[src/rtl/cpu_sequencer.sv]
// Multi-cycle RV32 sequencer executing ADDI/ADD against a private 32x32 register file.
// Each instruction walks IDLE -> DECODE -> EXEC -> WB -> RESP; illegal encodings skip straight to RESP.
module cpu_sequencer #(
  parameter int unsigned RETIRE_W = 16
) (
  input  logic                clk,
  input  logic                rst_n,
  input  logic                instr_valid,
  output logic                instr_ready,
  input  logic [31:0]         instr,
  output logic                res_valid,
  input  logic                res_ready,
  output logic [31:0]         res_data,
  output logic [4:0]          res_rd,
  output logic                res_illegal,
  output logic                busy,
  output logic [RETIRE_W-1:0] retired
);

  typedef enum logic [2:0] {
    S_IDLE,
    S_DECODE,
    S_EXEC,
    S_WB,
    S_RESP
  } state_t;

  state_t                r_state;
  logic [31:0]           r_instr;
  logic [31:0]           r_result;
  logic [31:0]           r_regs [32];
  logic                  r_res_valid;
  logic [31:0]           r_res_data;
  logic [4:0]            r_res_rd;
  logic                  r_res_illegal;
  logic [RETIRE_W-1:0]   r_retired;

  logic [6:0]  w_opcode;
  logic [4:0]  w_rd;
  logic [2:0]  w_funct3;
  logic [4:0]  w_rs1;
  logic [4:0]  w_rs2;
  logic [6:0]  w_funct7;
  logic [11:0] w_imm;
  logic        w_is_addi;
  logic        w_is_add;
  logic        w_legal;
  logic [31:0] w_rs1_val;
  logic [31:0] w_rs2_val;
  logic [31:0] w_op_b;
  logic [31:0] w_sum;
  logic        w_wr_en;

  // Fields always come from the latched word, so instr may change freely once accepted.
  assign w_opcode  = r_instr[6:0];
  assign w_rd      = r_instr[11:7];
  assign w_funct3  = r_instr[14:12];
  assign w_rs1     = r_instr[19:15];
  assign w_rs2     = r_instr[24:20];
  assign w_funct7  = r_instr[31:25];
  assign w_imm     = r_instr[31:20];

  assign w_is_addi = (w_opcode == 7'b0010011) && (w_funct3 == 3'b000);
  assign w_is_add  = (w_opcode == 7'b0110011) && (w_funct3 == 3'b000) && (w_funct7 == 7'b0000000);
  assign w_legal   = w_is_addi || w_is_add;

  assign w_rs1_val = (w_rs1 == 5'd0) ? '0 : r_regs[w_rs1];
  assign w_rs2_val = (w_rs2 == 5'd0) ? '0 : r_regs[w_rs2];
  assign w_op_b    = w_is_add ? w_rs2_val : {{20{w_imm[11]}}, w_imm};
  assign w_sum     = w_rs1_val + w_op_b;

  assign w_wr_en   = (r_state == S_WB) && (w_rd != 5'd0);

  assign instr_ready = (r_state == S_IDLE) && rst_n;
  assign busy        = (r_state != S_IDLE);
  assign res_valid   = r_res_valid;
  assign res_data    = r_res_data;
  assign res_rd      = r_res_rd;
  assign res_illegal = r_res_illegal;
  assign retired     = r_retired;

  always_ff @(posedge clk) begin
    if (!rst_n) begin
      for (int unsigned i = 0; i < 32; i++) r_regs[i] <= '0;
    end else if (w_wr_en) begin
      r_regs[w_rd] <= r_result;
    end
  end

  always_ff @(posedge clk) begin
    if (!rst_n) begin
      r_state       <= S_IDLE;
      r_instr       <= '0;
      r_result      <= '0;
      r_res_valid   <= 1'b0;
      r_res_data    <= '0;
      r_res_rd      <= '0;
      r_res_illegal <= 1'b0;
      r_retired     <= '0;
    end else begin
      case (r_state)
        S_IDLE: begin
          if (instr_valid) begin
            r_instr <= instr;
            r_state <= S_DECODE;
          end
        end
        S_DECODE: begin
          if (w_legal) begin
            r_state <= S_EXEC;
          end else begin
            r_res_data    <= '0;
            r_res_rd      <= w_rd;
            r_res_illegal <= 1'b1;
            r_res_valid   <= 1'b1;
            r_state       <= S_RESP;
          end
        end
        S_EXEC: begin
          r_result <= w_sum;
          r_state  <= S_WB;
        end
        S_WB: begin
          r_res_data    <= r_result;
          r_res_rd      <= w_rd;
          r_res_illegal <= 1'b0;
          r_res_valid   <= 1'b1;
          r_state       <= S_RESP;
        end
        S_RESP: begin
          if (res_ready) begin
            r_res_valid <= 1'b0;
            if (!r_res_illegal && (r_retired != '1)) r_retired <= r_retired + RETIRE_W'(1);
            r_state <= S_IDLE;
          end
        end
        default: r_state <= S_IDLE;
      endcase
    end
  end

endmodule

[config.mk]
export PLATFORM = sky130hd
export DESIGN_NAME = cpu_sequencer
export DESIGN_NICKNAME = d
export VERILOG_FILES = /design/src/rtl/cpu_sequencer.sv
export SDC_FILE = /design/constraint.sdc
export NUM_CORES = 2
export LEC_CHECK = 0
export BUFFER_PORTS_ARGS = -buffer_cell sky130_fd_sc_hd__buf_2
export CAP_MARGIN = 0
export CORE_UTILIZATION = 47
export DETAILED_ROUTE_END_ITERATION = 10
export GPL_TIMING_DRIVEN = 0
export PLACE_DENSITY_LB_ADDON = 0.25
export SLEW_MARGIN = 10
export SYNTH_ARGS = -nofsm -noshare
export SYNTH_HDL_FRONTEND = slang
export SYNTH_SLANG_ARGS = --single-unit
[constraint.sdc]
create_clock -name clk -period 5.5 [get_ports clk]
set_input_delay 0.55 -clock clk [delete_from_list [all_inputs] [get_ports clk]]
set_output_delay 0.55 -clock clk [all_outputs]
set_load 0.01 [all_outputs]
; After elaboration in Yosys (flattened, before gate mapping)
; Memories as Yosys holds them, arrays and structs flattened. A register that Yosys moved wholly into a read port is not among the register bits.
; Cells that the tools add are included.
[op_classes]
addsub = 2
n_mul = 0
div = 0
magnitude_cmp = 0
eq_ne = 10
shift = 0
muxes = 26
bitwise_logic = 0
n_reduce_logical = 23
[op_table]
columns = op, n
row1 = 32-bit 2-to-1 mux, 5
row2 = 32-bit one-hot mux with 2 select lines, 1
row3 = 32-bit adder, 1
row4 = 32-bit OR reduction, 1
row5 = 5-bit 2-to-1 mux, 6
row6 = 16-bit by 1-bit adder with 16-bit output (second input constant), 1
row7 = 16-bit != test (second input constant), 1
row8 = 3-bit one-hot mux with 5 select lines, 1
row9 = 5-bit zero test, 2
row10 = 5-bit one-hot mux with 2 select lines, 1
row11 = 3-bit 2-to-1 mux, 3
row12 = 7-bit by 5-bit == test with 1-bit output (second input constant), 1
row13 = 7-bit by 6-bit == test with 1-bit output (second input constant), 1
row14 = 7-bit zero test, 1
row15 = 1-bit 2-to-1 mux, 7
row16 = 3-bit by 2-bit == test with 1-bit output (second input constant), 2
row17 = 1-bit logical AND, 6
row18 = 3-bit zero test, 2
row19 = 2-bit != test (second input constant), 3
row20 = 2-bit AND reduction, 3
row21 = 3-bit AND reduction, 2
row22 = 3-bit nonzero test, 2
row23 = 5-bit nonzero test, 1
row24 = 3-bit by 1-bit == test with 1-bit output (second input constant), 1
row25 = other kinds (6), 6
[word_totals]
regBits = 122
latchBits = 0
mem_bits_rw = 1024
rom_bits = 0
input_bits = 36
wordCells = 70
memories = 1
[mem_list]
columns = name, words, word_bits, rd, rd_ports_with_merged_regs, write_ports, line
row1 = r_regs, 32, 32, 2, 2, 32, 31  ; logic [31:0] r_regs [32];

; Depth between registers and ports, before layout
[depth]
depth_word = 7
depth_mapped = 18
mapped_depth_nobuf = 15

; Worst setup path after synthesis
; Ideal clock, no wire load.
[synth_timing]
path_type = reg2reg
startpoint = reg with a tool-made name
endpoint = reg r_result[28]
setup_ns = 0.074
t_arrival_ns = 4.828
t_required_ns = 5.426
path_slack_ns = 0.598
path_stages_with_launch = 19
path_buffers = 4
period_less_slack_ns = 4.902
path_cell_list = dfxtp_1 -> buf_2 -> buf_6 -> buf_2 -> buf_1 -> mux4_2 -> mux4_2 -> mux2i_1 -> nor2_1 -> ha_1 -> fa_1 -> a21o_1 -> nand4_1 -> a211oi_1 -> o211ai_1 -> a211oi_1 -> nor4_1 -> mux2_1 -> a31oi_1
[synth_lines]
columns = item, line
row1 = end signal: assignment, 120  ; r_result <= w_sum;
row2 = end: declaration, 30  ; logic [31:0] r_result;

==> flow_summary.json <==
{
  "place_congestion": 1.020,
  "initial_core_util_pct": 47.31,
  "clock_sinks": 1156,
  "avgSynthCellArea_um2": 15.27,
  "hold_path_class": "input pin to flop",
  "first_pass_iters": 6,
  "rows": 131,
  "drive_gt1_share_pct": 26.35,
  "cp_max_fo": 10,
  "yosys.area.top_type": "edfxtp_1",
  "p_int_w": 0.01595,
  "p_clk_share_pct": 41.1,
  "area_growth_syn_to_layout_pct": 15.33,
  "max-vdd-ir-drop_mv": 0.3008,
  "route.met2.wl_um": 97740,
  "synthTopCellsByArea": "edfxtp_1, mux4_2, and2_1",
  "fmax_mhz": 183.8,
  "top_layer": "met5",
  "grt_max_degree": 33,
  "cts_root_buf": "clkbuf_16",
  "min_period_over_period_pct": 98.92,
  "cts-htree-levels": 4,
  "synth-main-ff-cell": "edfxtp_1",
  "grt_pass1_wl_um": 306800,
  "fillers": 10275,
  "hold_viol": 0,
  "yosysMostFrequentCell": "edfxtp_1",
  "cts_inserted_buffers": 131,
  "insertion_delay_ps": 790,
  "switching_share_pct": 26.40,
  "slowest_delay_ps": 590,
  "syn_inst": 3952,
  "setup_violations": 0,
  "yosysSeqAreaShare_pct": 55.35,
  "die_w_um": 360.3,
  "die_y_um": 360.3,
  "dp_hpwl_um": 160600,
  "cellPowerDensity_mw_per_mm2": 311.4,
  "remaining_drc_errors": 0,
  "crit_chain": "buf_4 > clkbuf_4 > clkdlybuf4s15_2 > mux4_2 > mux4_2 > mux2i_1 > nor2_1 > ha_2 > and4_1 > and3_1 > and3_1 > o211ai_1 > buf_4 > a211oi_4 > nor4_4 > or3_1 > a311oi_1",
  "netlist_top_cells_count": "edfxtp_1, and2_1, mux4_2, clkbuf_1, dfxtp_1",
  "final_nets": 4333,
  "violations": "capacitance limit, slew limit",
  "seqPwrFrac_pct": 46.1,
  "synth-seq-cells": 1156,
  "slew_headroom_pct": -8.796,
  "leakage_nw": 23.97,
  "gr-total-overflow": 0,
  "viasPerCell": 6.701,
  "cts_tree": "built",
  "status": "finished with violations",
  "worstSetupPathType": "flop to flop",
  "totalWireLength_um": 225000,
  "synthesis.area_mm2": 0.06033,
  "start_kind": "flop",
  "die-area_mm2": 0.1298,
  "io_buffer_count": 92,
  "tns_ps": 0,
  "clock_skew_ps": 36.59,
  "yosysUniqueCellTypes": 65,
  "wl_per_cell_um": 37.23,
  "wl_met1_um": 83070,
  "timing.final.max_slew_violations": 14,
  "synth_top_area_share_pct": 50.97,
  "pre_cts_ws_ps": -1628,
  "synth-edff-count": 1024,
  "antenna_found_initial": 10,
  "end_kind": "flop",
  "worstMarginPinSlew_ps": 1619,
  "hold_ws_ps": 31.20,
  "clock_path_buffers": 3,
  "core_mm2": 0.1275,
  "switchingPower_w": 0.005721,
  "track_usage_pct": 34.71,
  "vias": 40500,
  "path_clk_slew_ps": 60,
  "cp.arrival_ps": 6130,
  "io_pins": 93,
  "grt_pass1_vias": 38917,
  "ant_nets": 0,
  "synthArstFlopShare_pct": 0,
  "fin_crit_ps": 5441,
  "crit_required_ps": 6190,
  "p_comb_share_pct": 12.8,
  "fin_ws_ps": 59.46,
  "ys_warn_count": 0,
  "cap_violations": 2,
  "drtIter0Drc": 6669,
  "cp_slowest_cell": "mux4_2",
  "met3WireLength_um": 28020
}
==> area by class of cell <==
class	count	area, um^2	share of cell area [%]
buffer	390	2200	3.161
sequential	1156	33390	47.99
multi-input combinational	2419	25890	37.21
clock inverter	71	793.3	1.140
antenna	10	25.02	0.03596
tap	1662	2079	2.989
clock buffer	170	3506	5.038
timing repair buffer	151	1642	2.359
inverter	15	56.30	0.08092
==> sequential cells by signal (all words and copies together), names as in the netlist, named ones only <==
signal / count
r_instr: 32
r_regs: 1024
r_result: 32
r_state: 3
res_data: 32
res_illegal: 1
res_rd: 5
res_valid: 1
retired: 16
==> routing by layer <==
layer	global-route usage, %	up-vias
met3	9.860	683
met2	50.40	3199
met5	0.2590	-
met4	21.61	6
met1	46.18	20805
li1	-	15807
==> layout by cell type, fill, tap and decap left out, types with 33 or more instances in the layout <==
cell / synthesis / final
a21oi_1: 84 / 82
and2_1: 996 / 996
buf_2: 34 / 102
buf_6: 1 / 34
clkbuf_1: 326 / 276
clkbuf_16: 0 / 133
clkbuf_2: 0 / 33
dfxtp_1: 132 / 131
edfxtp_1: 1024 / 1024
mux2i_1: 75 / 75
mux4_2: 639 / 639
nand2_1: 131 / 131
nor2_1: 100 / 98
==> critical path, delay by kind of cell (launching register included) <==
kind / cells / cell delay, ps
AND/OR/NAND/NOR: 6 / 1220
buffers and inverters: 4 / 1290
flip-flops: 1 / 510
AO/OA/AOI/OAI: 3 / 690
multiplexers: 3 / 1150
adder cells (fa/ha/maj): 1 / 450
==> repair_timing <==
item | in CTS | in global routing
hold buffers | 11 | 0
hold endpoints to repair | 11 | 0
pin swaps | 1 | 3
resized for setup | 219 | 69
setup endpoints to repair | 28 | 9
buffers inserted | 0 | 2
==> cells by family after synthesis <==
logic type | share of synthesized area (%)
DFF | 55.35
AOI/OAI and AO/OA | 2.756
other | 0.006215
muxes | 25.12
adders and majority gates | 0.6968
xor gates and xnor gates | 0.3608
buffers and inverters | 2.627
and+or+nand+nor | 13.09
==> metrics by stage <==
stage	total power (W)	cells	instance area, um^2	utilization [%]
2_1_floorplan	0.01167	3983	60450	-
3_3_place_gp	0.01268	5737	62990	49.40
3_5_place_dp	0.01277	5783	64410	50.51
4_1_cts	0.02154	6034	69330	54.37
5_1_grt	0.02204	6035	69560	54.55
6_report	0.02167	6044	69580	54.57
==> power groups by stage <==
stage	combinational, W	clock, W	sequential (W)
after global placement	0.00249	0	0.0102
after detailed placement	0.00262	0	0.0101
after CTS	0.00268	0.00889	0.00997
after floorplan	0.00156	0	0.0101
after global routing	0.00281	0.00922	0.0100
final	0.00278	0.00891	0.00998
==> worst paths after layout <==
path / from / end / slack [ps] / cells past startpoint
max: flop / r_result[26]$_SDFFE_PN0P_ / 60 / 17
min reg2reg: r_instr[12]$_SDFFE_PN0P_ / r_instr[12]$_SDFFE_PN0P_ / 460 / 2
max reg2reg: flop / r_result[26]$_SDFFE_PN0P_ / 60 / 17
min: instr[7] / r_instr[7]$_SDFFE_PN0P_ / 30 / 3
Power figures use the tool's default switching activity.
